**src/rtl/arith_pkg.sv**
```systemverilog
// Shared widths, FSM state encoding and small helpers for the arithmetic unit
// and its inverse divider.
package arith_pkg;

  localparam int unsigned YW = 16;       // dividend / quotient width
  localparam int unsigned OW = 8;        // C, D operand width
  localparam int unsigned DW = OW + 1;   // divisor / remainder width
  localparam int unsigned CW = $clog2(YW);

  // Magnitude of the most negative quotient, and the positive saturation value.
  localparam logic [YW-1:0] QMagMin = {1'b1, {(YW-1){1'b0}}};
  localparam logic [YW-1:0] QSatPos = {1'b0, {(YW-1){1'b1}}};

  typedef enum logic [2:0] {
    IDLE,
    PREP,
    CALC,
    SIGN,
    DONE
  } div_state_e;

  // Two's-complement magnitude; the most negative value maps to its unsigned magnitude.
  function automatic logic [YW-1:0] abs_y(input logic [YW-1:0] v);
    return v[YW-1] ? -v : v;
  endfunction

  function automatic logic [DW-1:0] abs_d(input logic [DW-1:0] v);
    return v[DW-1] ? -v : v;
  endfunction

endpackage

```
**src/rtl/div_step.sv**
```systemverilog
// One restoring-division iteration: trial-subtract the divisor magnitude from the
// shifted partial remainder and keep the difference when it does not go negative.
module div_step
  import arith_pkg::*;
(
  input  logic [DW:0]   acc,      // {partial remainder, next dividend bit}
  input  logic [DW-1:0] divisor,  // |C - D|
  output logic [DW-1:0] rem,
  output logic          qbit
);

  logic [DW:0] trial;

  assign trial = acc - {1'b0, divisor};
  assign qbit  = (acc >= {1'b0, divisor});
  // Remainder stays below |divisor| <= 255, so DW bits always hold the result.
  assign rem   = qbit ? trial[DW-1:0] : acc[DW-1:0];

endmodule

```
**src/rtl/arith_unit_divider.sv**
```systemverilog
// Multi-cycle signed restoring divider: Q = Y / (C-D), R = Y % (C-D), with
// valid/ready handshakes, divide-by-zero and quotient-overflow flags.
module arith_unit_divider
  import arith_pkg::*;
(
  input  logic          clk,
  input  logic          rst,
  input  logic          in_valid,
  output logic          in_ready,
  input  logic [YW-1:0] Y,
  input  logic [OW-1:0] C,
  input  logic [OW-1:0] D,
  output logic          out_valid,
  input  logic          out_ready,
  output logic [YW-1:0] Q,
  output logic [DW-1:0] R,
  output logic          dbz,
  output logic          ovf
);

  div_state_e    state_q, state_d;
  logic [CW-1:0] cnt_q, cnt_d;
  logic [YW-1:0] y_q, y_d;
  logic [DW-1:0] div_q, div_d;
  logic          y_neg_q, y_neg_d;
  logic          d_neg_q, d_neg_d;
  logic [YW-1:0] dvd_q, dvd_d;       // dividend bits out at MSB, quotient bits in at LSB
  logic [DW-1:0] rem_q, rem_d;
  logic [DW-1:0] absdiv_q, absdiv_d;
  logic [YW-1:0] q_q, q_d;
  logic [DW-1:0] r_q, r_d;
  logic          dbz_q, dbz_d;
  logic          ovf_q, ovf_d;

  logic [DW-1:0] step_rem;
  logic          step_qbit;
  logic          q_neg;

  div_step u_div_step (
    .acc     ({rem_q, dvd_q[YW-1]}),
    .divisor (absdiv_q),
    .rem     (step_rem),
    .qbit    (step_qbit)
  );

  assign q_neg = y_neg_q ^ d_neg_q;

  always_ff @(posedge clk or posedge rst) begin
    if (rst) begin
      state_q  <= IDLE;
      cnt_q    <= '0;
      y_q      <= '0;
      div_q    <= '0;
      y_neg_q  <= 1'b0;
      d_neg_q  <= 1'b0;
      dvd_q    <= '0;
      rem_q    <= '0;
      absdiv_q <= '0;
      q_q      <= '0;
      r_q      <= '0;
      dbz_q    <= 1'b0;
      ovf_q    <= 1'b0;
    end else begin
      state_q  <= state_d;
      cnt_q    <= cnt_d;
      y_q      <= y_d;
      div_q    <= div_d;
      y_neg_q  <= y_neg_d;
      d_neg_q  <= d_neg_d;
      dvd_q    <= dvd_d;
      rem_q    <= rem_d;
      absdiv_q <= absdiv_d;
      q_q      <= q_d;
      r_q      <= r_d;
      dbz_q    <= dbz_d;
      ovf_q    <= ovf_d;
    end
  end

  always_comb begin
    state_d  = state_q;
    cnt_d    = cnt_q;
    y_d      = y_q;
    div_d    = div_q;
    y_neg_d  = y_neg_q;
    d_neg_d  = d_neg_q;
    dvd_d    = dvd_q;
    rem_d    = rem_q;
    absdiv_d = absdiv_q;
    q_d      = q_q;
    r_d      = r_q;
    dbz_d    = dbz_q;
    ovf_d    = ovf_q;

    unique case (state_q)
      IDLE: begin
        if (in_valid) begin
          y_d     = Y;
          div_d   = {C[OW-1], C} - {D[OW-1], D};
          dbz_d   = 1'b0;
          ovf_d   = 1'b0;
          state_d = PREP;
        end
      end
      PREP: begin
        y_neg_d  = y_q[YW-1];
        d_neg_d  = div_q[DW-1];
        dvd_d    = abs_y(y_q);
        absdiv_d = abs_d(div_q);
        rem_d    = '0;
        cnt_d    = CW'(YW - 1);
        if (div_q == '0) begin
          q_d     = '0;
          r_d     = '0;
          dbz_d   = 1'b1;
          state_d = DONE;
        end else begin
          state_d = CALC;
        end
      end
      CALC: begin
        dvd_d = {dvd_q[YW-2:0], step_qbit};
        rem_d = step_rem;
        cnt_d = cnt_q - CW'(1);
        if (cnt_q == '0) begin
          state_d = SIGN;
        end
      end
      SIGN: begin
        // Only -2^(YW-1) / -1 yields a positive quotient that does not fit.
        if (!q_neg && (dvd_q == QMagMin)) begin
          q_d   = QSatPos;
          ovf_d = 1'b1;
        end else begin
          q_d = q_neg ? -dvd_q : dvd_q;
        end
        r_d     = y_neg_q ? -rem_q : rem_q;
        state_d = DONE;
      end
      DONE: begin
        if (out_ready) begin
          state_d = IDLE;
        end
      end
      default: state_d = IDLE;
    endcase
  end

  assign in_ready  = (state_q == IDLE);
  assign out_valid = (state_q == DONE);
  assign Q         = q_q;
  assign R         = r_q;
  assign dbz       = dbz_q;
  assign ovf       = ovf_q;

  stall_holds_result : assert property (
    @(posedge clk) disable iff (rst)
    (out_valid && !out_ready) |=> (out_valid && $stable(Q) && $stable(R) &&
                                   $stable(dbz) && $stable(ovf))
  );

endmodule
```
**config.mk**
```make
export PLATFORM = sky130hd
export DESIGN_NAME = arith_unit_divider
export DESIGN_NICKNAME = d
export VERILOG_FILES = /design/src/rtl/arith_pkg.sv /design/src/rtl/div_step.sv /design/src/rtl/arith_unit_divider.sv
export SDC_FILE = /design/constraint.sdc
export NUM_CORES = 1
export LEC_CHECK = 0
export BUFFER_PORTS_ARGS = -buffer_cell sky130_fd_sc_hd__buf_2
export CAP_MARGIN = 20
export CORE_MARGIN = 2
export CORE_UTILIZATION = 57
export CTS_BUF_LIST = sky130_fd_sc_hd__clkbuf_16
export DETAILED_ROUTE_END_ITERATION = 6
export PLACE_DENSITY = 0.86
export SYNTH_ARGS = -nofsm -noshare
export SYNTH_HDL_FRONTEND = slang
export SYNTH_SLANG_ARGS = --single-unit
```
**constraint.sdc**
```tcl
create_clock -name clk -period 3.82 [get_ports clk]
set_clock_uncertainty 0.05 [all_clocks]
set_input_delay 0.573 -clock clk [delete_from_list [all_inputs] [get_ports clk]]
set_output_delay 0.573 -clock clk [all_outputs]
set_load 0.02 [all_outputs]
```
==> results.cfg, run 1 <==
[drt]
vias = 4677
ant_nets = 0
wl_per_cell_microns = 16.1
drt-initial-drc-count = 291
drc_errors = 0
wirelength_mm = 12.7
via_per_inst = 5.92
first_pass_iters = 6

[final_layout]
fillers = 759
final_cells = 790
syn_to_final_growth_pct = 12.1
final_layout_size_suffix_gt1_share_pct = 14.2
antenna_cells = 0
layout.nets = 716
design_area_sq_um = 6190

[worst_setup_path]
start_kind = register
crit_type = reg -> reg
end_kind = register
cp.required_ns = 3.99
path_cells = inv_1 -> ha_1 -> inv_1 -> fa_1 -> a21o_1 -> a221oi_1 -> a32o_1 -> nand2_1 -> a32o_1
cp_slowest_cell = a221oi_1
cpPeakStageDelay_ns = 0.54
critPathArrivalTime_ns = 3.12
crit_path_max_fanout = 10

[floorplan]
fp.dieH_microns = 102
fp.dieW_microns = 102
die-area_sq_um = 10500
fp-row-count = 35
core_area_sq_um = 9330
ioPinCount = 65
initial_core_util_pct = 59.2

[sta]
min_period_over_period_pct = 77.1
finalSetupViolations = 0
fin_tns_setup_ns = 0
final_hold_viol_count = 0
post-route-min-period_ns = 2.94
fin_worst_hold_slack_ns = 0.230
worst_pin_slew_ns = 1.08
final_max_slew_viol_count = 0
grt_setup_unrepaired = false
slew_headroom_pct = 28.0
timing.fmax_mhz = 340

[logic_synthesis]
synth_top_family_by_area = compound AO/OA/AOI/OAI gates
synthXorXnorAreaFrac_pct = 7.30
synthArstFlopShare_pct = 100
synthesis.area_sq_um = 5520
ys_types = 58
synth_compound_area_share_pct = 20.2
ys.flop_type = dfrtp_1
mappedNetlistNets = 670
synthAdderAreaFrac_pct = 5.71
synthTopCellsByArea = dfrtp_1 43%, nand2_1 6.9%, o21ai_0 5.3%
ys_seq_elements = 95
yosys.area_share.simple_pct = 17.6
synth.avg_cell_area_sq_um = 9.05
synth_edf_count = 0
synthCells = 610
ys_seq_area_share_pct = 43.1
yosysTopAreaCell = dfrtp_1
synthMuxAreaShare_pct = 1.34
ys.warnings.count = 0
synth_top_area_share_pct = 43.1

[power]
power_density_nw_per_um2 = 933
clock_power_share_pct = 15.8
ir_drop_mv = 0.343
p_switching_mw = 2.66
seqPwrFrac_pct = 34.3
power_frac_comb_pct = 49.9
swShare_pct = 46.0
intPower_mw = 3.12
leakage_nw = 2.95
total_power_mw = 5.77

[place]
dpl_cell_area_sq_um = 5880
io_buffers = 64
dp.cells = 774
dpl.hpwl_mm = 9.26
finalWeightedCongestion = 0.887

[clocking]
path_clk_slew_ns = 0.07
cts-htree-levels = 3
post_cts_buffers = 0
insertion_delay_ns = 0.33
cts_tree = done
cts_sinks = 95
clock_path_buffers = 2
cts_buffers = 9
cts_resized = 0
cts-root-buf = clkbuf_16
cts_hold_buf = 0

[hold_path]
hold_class = in -> async

[global_route]
grt_pass1_wl_mm = 21.4
grt_pass1_vias = 4432
grt_usage_pct = 25.7
antenna_found_initial = 0
gr-total-overflow = 0
grt_max_degree = 36

[flow_run]
maxCapViolCount = 0

[outcome]
outcome = finished clean
[per-stage QoR]
stage               util, %  setup WS (ns)
floorplan                 -          0.720
global placement       63.1           1.05
detailed placement     63.1          0.943
CTS                    66.3          0.895
global route           66.3          0.710
finish                 66.3          0.875
[metal layers]
layer	part of all wire [%]	global-route usage, %	routed length (microns)	vias up
li1	-	-	-	2251
met1	44	35.8	5630	2211
met2	48	42.1	6070	197
met3	6.3	3.83	795	18
met4	1.4	7.38	183	0
met5	0	0	0	-
[flip-flops by register name, summed over array words and instances (netlist names), 3 cells and up]
name and count:
cnt_q 4, R 9, Q 16, div_q 9, absdiv_q 9, rem_q 9, y_q 16, state_q 3
dvd_q 16
[cells by family (layout without fill, tap and decap cells)]
group / count (synthesis) / after routing
XOR/XNOR: 46 / 46
AO/OA/AOI/OAI: 168 / 168
AND/OR/NAND/NOR: 204 / 204
multiplexers: 7 / 7
flip-flops: 95 / 95
adder cells (fa/ha/maj): 24 / 24
buffers and inverters: 66 / 117
[final timing paths]
kind / startpoint / to / slack, ns / cells past startpoint
worst min register to register: R[8] / R[8] / 0.42 / 2
worst min-delay path: rst / y_q[4] / 0.23 / 2
max in group asynchronous: rst / rem_q[7] / 2.67 / 3
min in group clk: Y[4] / y_q[4] / 0.37 / 3
worst max register to register: dvd_q[15] / rem_q[2] / 0.88 / 9
worst max-delay path: dvd_q[15] / rem_q[2] / 0.88 / 9
[power by group through the flow]
stage	Combinational (mW)	Clock, mW	Sequential [mW]
after floorplan	2.18	0	1.92
after global placement	2.72	0	1.93
after detailed placement	2.84	0	1.98
after CTS	2.87	0.923	1.96
after global routing	3.26	0.962	2.04
final	2.88	0.913	1.98
[worst max-delay path, delay by kind of cell, from the launching register on]
family                   cells  cell delay, ns
AO/OA/AOI/OAI                4            1.49
adder cells (fa/ha/maj)      2            0.58
AND/OR/NAND/NOR              1            0.10
flip-flops                   1            0.46
buffers and inverters        2            0.16
[cell type report]
cell class	instances	area, sq um	area share (%)
inverters	35	133	2.14
clock inverters	7	78.8	1.27
well taps	129	161	2.61
clock buffers	9	225	3.64
multi-input cells	449	2880	46.5
repair buffers	66	335	5.42
flip-flops and latches	95	2380	38.4
[cells in the mapped netlist (all sizes together), types with 5 or more instances]
library cell	count
a21o	13
nor2	27
clkbuf	25
inv	35
or3	6
o21a	7
nand2b	7
xor2	30
a32oi	5
nor3b	5
ha	22
buf	6
a31oi	7
nand2	102
or4	6
dfrtp	95
a22oi	15
and2	5
nand3	19
o31ai	10
xnor2	16
nor3	9
a221o	5
o21ai	58
a21oi	23
[placed cells by master, fill, tap and decap left out, types with 5 or more instances in the layout]
master	instances
clkbuf_16	9
nand2b_1	7
a21oi_1	22
a22oi_1	15
a31oi_1	7
o21a_1	6
nor3b_1	5
xnor2_1	16
and2_1	5
nand2_1	102
o31ai_1	10
nor2_1	26
o21ai_0	58
ha_1	22
dfrtp_1	95
or3_1	6
nor3_1	9
nand3_1	19
a32oi_1	5
a221o_1	5
xor2_1	30
buf_2	64
a21o_1	13
inv_1	34
No activity file was read; power rests on OpenSTA's default activity.
==> run 2: changes to the inputs <==
--- a/config.mk
+++ b/config.mk
@@ -8,10 +8,10 @@
 export BUFFER_PORTS_ARGS = -buffer_cell sky130_fd_sc_hd__buf_2
 export CAP_MARGIN = 20
 export CORE_MARGIN = 2
-export CORE_UTILIZATION = 57
+export CORE_UTILIZATION = 53
 export CTS_BUF_LIST = sky130_fd_sc_hd__clkbuf_16
 export DETAILED_ROUTE_END_ITERATION = 6
-export PLACE_DENSITY = 0.86
+export PLACE_DENSITY = 0.84
 export SYNTH_ARGS = -nofsm -noshare
 export SYNTH_HDL_FRONTEND = slang
 export SYNTH_SLANG_ARGS = --single-unit
==> constraint.sdc (replaced) <==
create_clock -name clk -period 2.5 [get_ports clk]
set_clock_uncertainty 0.05 [all_clocks]
set_input_delay 0.375 -clock clk [delete_from_list [all_inputs] [get_ports clk]]
set_output_delay 0.375 -clock clk [all_outputs]
set_load 0.02 [all_outputs]
==> results.cfg, run 2 (synthesis results as in run 1) <==
[worst_setup_path]
reg2reg_from = dvd_q[15]
end_kind = register
cp_slowest_cell = fa_1
rr_worst_depth = 10
crit_type = reg -> reg
cpPeakStageDelay_ns = 0.40
reg2reg_to = rem_q[5]
crit_path_max_fanout = 7
path_cells = inv_1 -> ha_1 -> inv_1 -> fa_1 -> a21o_1 -> a221oi_4 -> a32o_2 -> buf_4 -> a32oi_1 -> o21ai_0
cp.required_ns = 2.69
worst_path_most_repeated_cell = inv_1
path_buf_inv = 3
rrSetupSlack_ns = 0.10
start_kind = register
path_delay_family = compound AO/OA/AOI/OAI gates
critPathArrivalTime_ns = 2.59

[sta]
layout_setup_ws_ns = 0.101
final_max_slew_viol_count = 0
finalSetupViolations = 0
worst_pin_slew_ns = 0.829
min_period_over_period_pct = 96.0
final_hold_viol_count = 0
slew_headroom_pct = 44.7
fin_tns_setup_ns = 0
timing.fmax_mhz = 417
post-route-min-period_ns = 2.40

[floorplan]
fp-row-count = 37
initial_core_util_pct = 54.0
core_area_sq_um = 10200
fp.dieW_microns = 106
die-area_sq_um = 11200
fp.dieH_microns = 106
ioPinCount = 65

[clocking]
cts_buffers = 9
cts-root-buf = clkbuf_16
cts_hold_buf = 0
path_clk_slew_ns = 0.07
cts-htree-levels = 3
clock_path_buffers = 2
insertion_delay_ns = 0.34
cts_tree = done
cts_sinks = 95

[final_layout]
design_area_sq_um = 6380
syn_to_final_growth_pct = 15.6
layout.nets = 737
layout_common_cells = 102 x nand2_1, 95 x dfrtp_1, 64 x buf_2
antenna_cells = 0
final_common_cell = nand2_1
final_layout_size_suffix_gt1_share_pct = 17.3

[drt]
first_pass_iters = 5
via_per_inst = 5.80
drt-initial-drc-count = 270
wl_per_cell_microns = 15.0
drc_errors = 0
wirelength_mm = 12.3
ant_nets = 0
vias = 4742

[power]
ir_drop_mv = 0.505
power_density_nw_per_um2 = 1420
total_power_mw = 9.06
leakage_nw = 3.06

[place]
pre_cts_ws_ns = 0.0579
io_buffers = 64
dpl_cell_area_sq_um = 6060
finalWeightedCongestion = 0.888
dpl.hpwl_mm = 9.09

[global_route]
grt_max_degree = 96
gr-total-overflow = 0
antenna_found_initial = 0
grt_pass1_vias = 4562
grt_pass1_wl_mm = 21.0
grt_usage_pct = 22.8

[flow_run]
maxCapViolCount = 0

[outcome]
outcome = finished clean

[hold_path]
hold_class = in -> async
run 2: report_power, final:
group | switching, mW | total (mW) | internal [mW] | leakage, nW
Combinational | 2.75 | 4.80 | 2.04 | 1.72
Sequential | 0.730 | 2.94 | 2.21 | 1.20
Clock | 0.626 | 1.32 | 0.695 | 0.137
Total | 4.11 | 9.06 | 4.95 | 3.06
run 2: layout make-up:
type                       count  area, sq um
clock inverter                 7         65.1
fill                         855         3850
sequential                    95         2380
timing repair buffer          87          505
clock buffer                   9          225
multi-input combinational    449         2900
inverter                      35          135
tap                          136          170
run 2: layer usage:
layer	wire length [microns]	global-route usage (%)	up-vias
met3	663	2.76	17
met5	0	0	-
li1	-	-	2290
met4	174	6.48	0
met2	5800	37.7	161
met1	5650	31.9	2274
run 2: what timing repair did:
action,in CTS,in global routing
setup buffers,0,1
endpoints found under the hold margin,0,0
endpoints found under the setup margin,0,6
gates resized for setup,0,4
run 2: stage by stage:
step	instances	util, %	hold slack, ns
floorplan	610	-	0.400
global placement	801	59.3	0.405
detailed placement	801	59.3	0.415
CTS	817	62.1	0.153
global route	818	62.4	0.156
finish	818	62.4	0.113
run 2: how the worst max path moves through the flow:
stage / startpoint / end / cells past startpoint
after floorplan: dvd_q[15] / rem_q[2] / 10
after global placement: dvd_q[15] / rem_q[5] / 10
after detailed placement: dvd_q[15] / rem_q[5] / 10
after CTS: dvd_q[15] / rem_q[5] / 10
after global routing: dvd_q[15] / rem_q[5] / 10
final: dvd_q[15] / rem_q[5] / 10
run 2: worst min-delay path, delay by kind of cell:
kind,cells,cell delay [ns]
buffers and inverters,3,0.56
